`config.mk`:
```
export PLATFORM = sky130hd
export DESIGN_NAME = game_timer_bcd
export DESIGN_NICKNAME = d
export VERILOG_FILES = /design/src/rtl/game_pkg.sv /design/src/rtl/bcd_digit.sv /design/src/rtl/hex_decoder.sv /design/src/rtl/game_timer_bcd.sv
export SDC_FILE = /design/constraint.sdc
export NUM_CORES = 1
export LEC_CHECK = 0
export ABC_AREA = 1
export BUFFER_PORTS_ARGS = -buffer_cell sky130_fd_sc_hd__buf_2
export CAP_MARGIN = 20
export CORE_MARGIN = 2
export CORE_UTILIZATION = 45
export DETAILED_ROUTE_END_ITERATION = 7
export HOLD_SLACK_MARGIN = 0.08
export PLACE_DENSITY = 0.73
export SETUP_SLACK_MARGIN = 0.05
export SLEW_MARGIN = 20
export SYNTH_ARGS = -nofsm -noshare
export SYNTH_HDL_FRONTEND = slang
export SYNTH_SLANG_ARGS = --single-unit
```
`constraint.sdc`:
```
create_clock -name Clock -period 3.9 [get_ports Clock]
set_clock_uncertainty 0.1 [all_clocks]
set_input_delay 0.39 -clock Clock [delete_from_list [all_inputs] [get_ports Clock]]
set_output_delay 0.39 -clock Clock [all_outputs]
set_load 0.03 [all_outputs]
```
`src/rtl/game_pkg.sv`:
```
// game_pkg: shared types, widths and BCD helpers for the game timer
package game_pkg;
    typedef enum logic [1:0] {RUN, ADJ, EXPIRED} state_t;
    localparam int SEG_W = 7;
    localparam int BCD_W = 4;
    localparam int MAX_DIGITS = 6;
    localparam int BIN_W = 20;

    // Elaboration-time conversion of a binary constant to packed BCD
    function automatic logic [BCD_W*MAX_DIGITS-1:0] to_bcd(input int unsigned v);
        logic [BCD_W*MAX_DIGITS-1:0] r;
        int unsigned x;
        r = '0;
        x = v;
        for (int i = 0; i < MAX_DIGITS; i++) begin
            r[BCD_W*i +: BCD_W] = BCD_W'(x % 10);
            x = x / 10;
        end
        return r;
    endfunction

    // Packed BCD back to binary, used for the remaining-time comparison
    function automatic logic [BIN_W-1:0] bcd2bin(input logic [BCD_W*MAX_DIGITS-1:0] b);
        logic [BIN_W-1:0] r;
        r = '0;
        for (int i = MAX_DIGITS - 1; i >= 0; i--)
            r = r * BIN_W'(10) + BIN_W'(b[BCD_W*i +: BCD_W]);
        return r;
    endfunction
endpackage

```
`src/rtl/bcd_digit.sv`:
```
// bcd_digit: one decade counter; steps only when its carry/borrow input is set
module bcd_digit
    import game_pkg::*;
#(
    parameter logic [BCD_W-1:0] INIT = '0
)(
    input  logic             Clock,
    input  logic             reset,
    input  logic             load,
    input  logic             en,
    input  logic             inc,
    input  logic             dec,
    input  logic             cin,
    output logic [BCD_W-1:0] q,
    output logic [BCD_W-1:0] nxt,
    output logic             cout
);
    assign cout = cin && ((inc && q == 4'd9) || (dec && q == 4'd0));
    assign nxt  = !cin ? q :
                  inc  ? (q == 4'd9 ? 4'd0 : q + 4'd1) :
                  dec  ? (q == 4'd0 ? 4'd9 : q - 4'd1) : q;

    // Reset and reload share the start digit; otherwise commit the stepped value
    always_ff @(posedge Clock)
        if (!reset || load)
            q <= INIT;
        else if (en)
            q <= nxt;
endmodule

```
`src/rtl/hex_decoder.sv`:
```
// hex_decoder: 4-bit value to active-low seven-segment pattern (bit 0 = segment a)
module hex_decoder
    import game_pkg::*;
(
    input  logic [BCD_W-1:0] c,
    output logic [SEG_W-1:0] display
);
    // Segment lookup
    always_comb begin
        case (c)
            4'h0: display = 7'b1000000;
            4'h1: display = 7'b1111001;
            4'h2: display = 7'b0100100;
            4'h3: display = 7'b0110000;
            4'h4: display = 7'b0011001;
            4'h5: display = 7'b0010010;
            4'h6: display = 7'b0000010;
            4'h7: display = 7'b1111000;
            4'h8: display = 7'b0000000;
            4'h9: display = 7'b0010000;
            4'ha: display = 7'b0001000;
            4'hb: display = 7'b0000011;
            4'hc: display = 7'b1000110;
            4'hd: display = 7'b0100001;
            4'he: display = 7'b0000110;
            default: display = 7'b0001110;
        endcase
    end
endmodule

```
`src/rtl/game_timer_bcd.sv`:
```
// game_timer_bcd: BCD game clock with expiry, warning, reload and adjust channel
module game_timer_bcd
    import game_pkg::*;
#(
    parameter int DIGITS   = 3,
    parameter int LIMIT    = 120,
    parameter int COUNT_UP = 0,
    parameter int WARN     = 10
)(
    input  logic                    Clock,
    input  logic                    reset,
    input  logic                    masterEnable,
    input  logic                    enableDC,
    input  logic                    load,
    input  logic                    adjValid,
    input  logic                    adjUp,
    input  logic [7:0]              adjAmount,
    output logic                    adjReady,
    output logic [BCD_W*DIGITS-1:0] bcd,
    output logic [SEG_W*DIGITS-1:0] hex,
    output logic                    expired,
    output logic                    expirePulse,
    output logic                    warning
);
    localparam int BW = BCD_W * DIGITS;
    localparam logic UP_MODE = COUNT_UP != 0;
    localparam logic [BCD_W*MAX_DIGITS-1:0] START_F = to_bcd(UP_MODE ? 0 : LIMIT);
    localparam logic [BCD_W*MAX_DIGITS-1:0] TERM_F  = to_bcd(UP_MODE ? LIMIT : 0);
    localparam logic [BW-1:0] START = START_F[BW-1:0];
    localparam logic [BW-1:0] TERM  = TERM_F[BW-1:0];

    state_t                    state, state_n;
    logic [7:0]                pending, pend_n;
    logic                      adj_dir, dir_n;
    logic                      tick, step_up, write, hit, blocked;
    logic [BW-1:0]             nxt;
    logic [DIGITS:0]           carry;
    logic [BCD_W*MAX_DIGITS-1:0] bcd_pad;
    logic [BIN_W-1:0]          bin, rem;

    assign tick     = masterEnable && enableDC;
    assign adjReady = state == RUN && !load;
    // A tick always steps in the mode direction; only an adjust step uses adj_dir
    assign step_up  = (state == ADJ && !enableDC) ? adj_dir : UP_MODE;
    assign carry[0] = 1'b1;
    // Carry out of the top digit means the step would wrap past 0 or all-nines
    assign blocked  = carry[DIGITS];

    for (genvar i = 0; i < DIGITS; i++) begin : g_digit
        bcd_digit #(.INIT(START[BCD_W*i +: BCD_W])) u_digit (
            .Clock (Clock),
            .reset (reset),
            .load  (load),
            .en    (write),
            .inc   (step_up),
            .dec   (!step_up),
            .cin   (carry[i]),
            .q     (bcd[BCD_W*i +: BCD_W]),
            .nxt   (nxt[BCD_W*i +: BCD_W]),
            .cout  (carry[i+1])
        );
        hex_decoder u_hex (
            .c       (bcd[BCD_W*i +: BCD_W]),
            .display (hex[SEG_W*i +: SEG_W])
        );
    end

    assign bcd_pad = (BCD_W*MAX_DIGITS)'(bcd);
    assign bin     = bcd2bin(bcd_pad);
    assign rem     = UP_MODE ? BIN_W'(LIMIT) - bin : bin;
    assign warning = rem <= BIN_W'(WARN) && !expired;

    // Next state, pending count and digit write enable; load overrides everything
    always_comb begin
        state_n = state;
        pend_n  = pending;
        dir_n   = adj_dir;
        write   = 1'b0;
        hit     = 1'b0;
        case (state)
            RUN: begin
                write = tick && !blocked;
                if (adjValid && adjReady) begin
                    state_n = ADJ;
                    pend_n  = adjAmount;
                    dir_n   = adjUp;
                end
            end
            ADJ: begin
                if (tick)
                    write = !blocked;
                else if (masterEnable) begin
                    if (pending == 8'd0 || blocked) begin
                        state_n = RUN;
                        pend_n  = 8'd0;
                    end else begin
                        write  = 1'b1;
                        pend_n = pending - 8'd1;
                        if (pending == 8'd1)
                            state_n = RUN;
                    end
                end
            end
            default: ;
        endcase
        hit = write && nxt == TERM;
        if (hit) begin
            state_n = EXPIRED;
            pend_n  = 8'd0;
        end
        if (load) begin
            state_n = RUN;
            pend_n  = 8'd0;
            write   = 1'b0;
            hit     = 1'b0;
        end
    end

    // FSM, adjust registers and expiry flags
    always_ff @(posedge Clock)
        if (!reset) begin
            state       <= RUN;
            pending     <= 8'd0;
            adj_dir     <= 1'b0;
            expired     <= 1'b0;
            expirePulse <= 1'b0;
        end else begin
            state       <= state_n;
            pending     <= pend_n;
            adj_dir     <= dir_n;
            expired     <= !load && (expired || hit);
            expirePulse <= hit;
        end
endmodule

```
# Word-level counts from Yosys, hierarchy flattened
# Memories as Yosys holds them, arrays and structs flattened. A register that Yosys moved wholly into a read port is not among the register bits.
# Index checks and enable logic that the tools add are counted.
dict set report word_totals {
  ff_bits 25
  rom_bits 336
  inputBits 15
  out_inout_bits 37
  elab_cells 116
  mem_count 3
}
dict set report op_classes {
  addsub 9
  n_mul 2
  n_lt_le_gt_ge 1
  eq_ne 13
  n_mux 36
  bitwise 1
  n_reduce_logical 42
}
# memory depth word_bits rd rd_clocked_by_memory_dff wr line
set mem_list {}
lappend mem_list {{(no name shown)} 16 7 1 1 0 hex_decoder.sv:10} ;# case (c)
lappend mem_list {{(no name shown)} 16 7 1 1 0 hex_decoder.sv:10}
lappend mem_list {{(no name shown)} 16 7 1 1 0 hex_decoder.sv:10}
# op n
set op_table {}
lappend op_table {{two-way mux 4 bit} 17}
lappend op_table {{two-way mux 8 bit} 4}
lappend op_table {{logical AND 1 bit} 16}
lappend op_table {{case mux 8 bit (2 select lines)} 1}
lappend op_table {{adder 13 x 4 -> 14 bit} 1}
lappend op_table {{<= comparator 14 x 4 -> 1 bit, second input constant} 1}
lappend op_table {{adder 4 x 1 -> 4 bit, second input constant} 3}
lappend op_table {{equality test 4 bit, second input constant} 3}
lappend op_table {{zero test 12 bit} 1}
lappend op_table {{zero test 4 bit} 3}
lappend op_table {{multiplier 9 x 3 -> 12 bit, second input constant} 1}
lappend op_table {{two-way mux 2 bit} 6}
lappend op_table {{subtractor 4 x 1 -> 4 bit, second input constant} 3}
lappend op_table {{AND reduction 5 bit} 2}
lappend op_table {{adder 8 x 4 -> 9 bit} 1}
lappend op_table {{equality test 8 x 1 -> 1 bit, second input constant} 1}
lappend op_table {{zero test 8 bit} 1}
lappend op_table {{subtractor 8 x 1 -> 8 bit, second input constant} 1}
lappend op_table {{multiplier 4 x 3 -> 7 bit, second input constant} 1}
lappend op_table {{zero test 1 bit} 6}
lappend op_table {{logical OR 1 bit} 6}
lappend op_table {{two-way mux 1 bit} 6}
lappend op_table {{!= test 3 x 1 -> 1 bit, second input constant} 2}
lappend op_table {{!= test 3 x 2 -> 1 bit, second input constant} 2}
lappend op_table {{other kinds (14)} 15}

# Depth between registers and ports, before layout
dict set report logic_depth {
  depth_word 17
  ltp_mapped 19
  ltp_nobuf 19
}

# Modules after synthesis
# A second synthesis with hierarchy kept.
dict set report hier_totals {
  cells_unflattened 646
  area_unflattened_um2 3838.7
}
# module instances cells_per_inst area_each_um2 seq_area_each_um2
set modules_own_cells {}
lappend modules_own_cells {game_timer_bcd 1 279 1850.5 260.2}
lappend modules_own_cells {hex_decoder 3 49 274.0 0.0}
lappend modules_own_cells {{bcd_digit at g_digit[1].u_digit} 1 74 397.9 80.1}
lappend modules_own_cells {{bcd_digit at g_digit[0].u_digit} 1 74 386.6 80.1}
lappend modules_own_cells {{bcd_digit at g_digit[2].u_digit} 1 72 381.6 80.1}

# Worst setup path before layout
# Ideal clock, no wire load.
dict set report synth_timing {
  path_kind {reg-to-output}
  startpoint {reg g_digit[2].u_digit.q[1]}
  endpoint {out warning}
  t_arrival_ps 3688
  required_ps 3410
  setup_slack_ps -278
  path_stages_with_launch 15
  path_buffers 0
  cell_sequence {dfxtp_1 -> ha_1 -> ha_1 -> fa_1 -> nand3_1 -> nor2_1 -> xor2_1 -> ha_1 -> ha_1 -> inv_1 -> o21ai_0 -> a21oi_1 -> xor2_1 -> a21oi_1 -> nor2_1}
}
dict set report synth_between {
  elab_chain_len 6
}
# item line
set synth_lines {}
lappend synth_lines {{start: declaration} bcd_digit.sv:14} ;# output logic [BCD_W-1:0] q,
lappend synth_lines {{start signal: assignment} bcd_digit.sv:28} ;# q <= nxt;
lappend synth_lines {{multiplier 4 x 3 -> 7 bit} game_pkg.sv:27} ;# r = r * BIN_W'(10) + BIN_W'(b[BCD_W*i +: BCD_W]);
lappend synth_lines {{adder 8 x 4 -> 9 bit} game_pkg.sv:27}
lappend synth_lines {{multiplier 9 x 3 -> 12 bit} game_pkg.sv:27}
lappend synth_lines {{adder 13 x 4 -> 14 bit} game_pkg.sv:27}
lappend synth_lines {{<= comparator 14 x 4 -> 1 bit} game_timer_bcd.sv:71} ;# assign warning = rem <= BIN_W'(WARN) && !expired;
lappend synth_lines {{logical AND 1 bit} game_timer_bcd.sv:71}
lappend synth_lines {{end: declaration} game_timer_bcd.sv:23} ;# output logic warning
# No other way between the ends.

# Worst setup path in the final report
dict set report layout_timing {
  startpoint {reg g_digit[2].u_digit.q[3]}
  endpoint {out warning}
}
# Same word-level chain as after synthesis.

==> results.py <==
metrics = {
    "routing": {
        "routed_via_density": 5.22,
        "ant_nets": 0,
        "drtIter0Drc": 197,
        "vias": 4336,
        "finalWirelength_mm": 10.3,
        "firstDrtPassIters": 6,
        "wl_per_cell_um": 12.4,
        "drc": 0,
    },
    "floorplan": {
        "die_y_um": 100,
        "die_w_um": 100,
        "start_util_pct": 45.8,
        "rows": 35,
        "ios": 52,
        "dieArea_um2": 10000,
        "design.core.area_um2": 9110,
    },
    "yosys": {
        "synth_cell_types": 31,
        "synth_edf_count": 0,
        "yosys_warnings": 0,
        "synth_area_um2": 4170,
        "synthArstFlopShare_pct": 0,
        "synth_ff_type": "dfxtp_1",
        "ys_seq_area_share_pct": 22.1,
        "syn_area_per_cell_um2": 6.38,
        "synth_seq_cells": 46,
        "syn_nets": 716,
        "syn_inst": 653,
    },
    "setup_path": {
        "path_class": "reg2out",
        "worstPathMaxFanout": 4,
        "cp-end-kind": "output pin",
        "worstSetupStartpointType": "flip-flop",
        "crit_arrival_ps": 3550,
        "required_ps": 3410,
    },
    "clock_tree": {
        "cts_buffers": 5,
        "cts_tree": "built",
        "cts_htree_levels": 2,
        "cts.sinks": 46,
        "clk_latency_ps": 320,
        "clkTransAtPathRegs_ps": 90,
        "clockBufferDepth": 2,
        "root_buffer": "clkbuf_8",
    },
    "cells_and_area": {
        "final_cells": 831,
        "layout_commonest_cell": "nand2_1",
        "regArea_um2": 931,
        "diodes": 0,
        "area_growth_pct": 20.7,
        "num-fill-cells": 867,
        "multi_input_area_um2": 3070,
        "nets": 782,
        "drive_above_1_share_pct": 21.8,
        "layout_common_cells": "nand2_1, inv_1, nand3_1",
    },
    "job": {
        "maxCapViolations": 0,
    },
    "sta": {
        "fmax_mhz": 248,
        "period_minus_slack_ps": 4040,
        "grt_setup_unrepaired": "true",
        "maxSlewViolCount": 0,
        "worst_slack_ps": -139,
        "fin_crit_sh_pct": 104,
        "worstMarginPinSlew_ps": 713,
        "setup_viol": 1,
        "finalHoldViolations": 0,
        "setup_tns_ps": -139,
        "slew_headroom_pct": 52.4,
    },
    "placed_design": {
        "placed_cells": 822,
        "dp_hpwl_mm": 7.81,
        "place_ws_ps": -149,
        "port_buffers": 51,
        "gp_congestion": 0.929,
    },
    "global_routing": {
        "grt_util_all_layers_pct": 21.3,
        "grt_pass1_wl_mm": 17.9,
        "grt_pass1_vias": 4121,
        "antenna_found_initial": 0,
        "grt_max_degree": 15,
        "grt.overflow.total": 0,
    },
    "power_and_ir_drop": {
        "comb_power_share_pct": 32.7,
        "p_int_mw": 0.907,
        "p_per_area_nw_per_um2": 273,
        "p_seq_share_pct": 36.3,
        "ir_worst_vdd_mv": 0.143,
        "p_clk_share_pct": 31.0,
        "p_sw_share_pct": 33.9,
        "leakage_nw": 2.72,
        "p_switching_mw": 0.465,
    },
    "status": {
        "violations": "setup timing",
        "status": "complete, but fails checks",
    },
    "worst_hold_path": {
        "hp-class": "in2reg",
    },
}
synthesized netlist by cell type (all sizes together) (2+ instances only):
cell	number	area share [%]
clkbuf	3	0.30
nor2	55	5.9
nand2	231	22
xnor2	3	0.63
dfxtp	46	22
or2	2	0.30
nand3	88	13
xor2	11	2.3
buf	4	0.60
ha	44	13
nand4	13	2.0
nor3	3	0.36
inv	96	8.9
a21oi	18	2.2
o21ai	28	3.4
fa	4	1.9
final cells by class:
cell class,instances,area share (%)
multi-input combinational,504,61.1
tap,111,2.76
clock buffer,7,2.14
inverter,96,7.41
timing repair buffer,66,7.51
sequential,46,18.5
clock inverter,1,0.597
through the flow:
stage / util, % / instance area (um^2) / total power [mW] / hold WS, ps
after CTS: 54.4 / 4950 / 1.36 / 246
after floorplan: - / 4190 / 0.799 / 344
after detailed placement: 51.0 / 4650 / 0.894 / 370
after global placement: 51.0 / 4650 / 0.883 / 364
after global routing: 55.2 / 5030 / 1.45 / 276
final: 55.2 / 5030 / 1.37 / 264
path summary, 6_finish.rpt:
path / startpoint / endpoint / slack, ps / depth (start not counted)
worst max-delay path: g_digit[2].u_digit.q[3] / warning / -140 / 17
worst min-delay path: reset / adj_dir / 260 / 3
worst max register to register: state[1] / g_digit[1].u_hex.display[3] / 920 / 17
worst min register to register: adj_dir / adj_dir / 390 / 2
metal layers:
metal  track usage [%]  vias up  share of wire (%)
met5                 0        -                  0
met4              6.74        0                1.5
met3              3.20       16                4.7
met2              37.1      120                 48
met1              27.0     1991                 46
li1                  -     2209                  -
power by group through the flow:
stage / Sequential, mW / Clock (mW) / Combinational (mW)
final: 0.499 / 0.425 / 0.449
after global routing: 0.501 / 0.454 / 0.499
after CTS: 0.499 / 0.435 / 0.424
after detailed placement: 0.509 / 0 / 0.385
after global placement: 0.509 / 0 / 0.375
after floorplan: 0.542 / 0 / 0.257
critical path, cell delays in order, from the launching register on:
cell and delay [ps]:
dfxtp_4 360, ha_4 240, ha_4 160, fa_2 570, nand3_2 90, nor2_2 100, xor2_1 200, ha_1 300
ha_4 290, inv_2 40, buf_6 110, xor2_2 170, nand2_1 70, o21ai_1 60, nor2_1 90, nand4_1 150
nor2_4 110, buf_6 130
timing repair:
action,4_1_cts,5_1_grt
gates resized for setup,29,16
setup buffers,1,0
setup endpoints to repair,1,1
hold buffers,0,0
pin swaps,14,13
logic make-up (layout without fill, tap and decap cells):
logic type	Yosys count	in the layout	synth area share, %
buffers and inverters	103	170	9.85
DFF	46	46	22.1
AOI/OAI and AO/OA	48	48	5.88
adders and majority gates	48	48	15.1
and+or+nand+nor	394	394	44.1
xor gates and xnor gates	14	14	2.94
flip-flops by register name, summed over array words and instances, names as in the netlist:
signal                 count
state                      2
g_digit.u_hex.display     21
pending                    8
adj_dir                    1
expirePulse                1
g_digit.u_digit.q         12
expired                    1
Power figures use the tool's default switching activity.
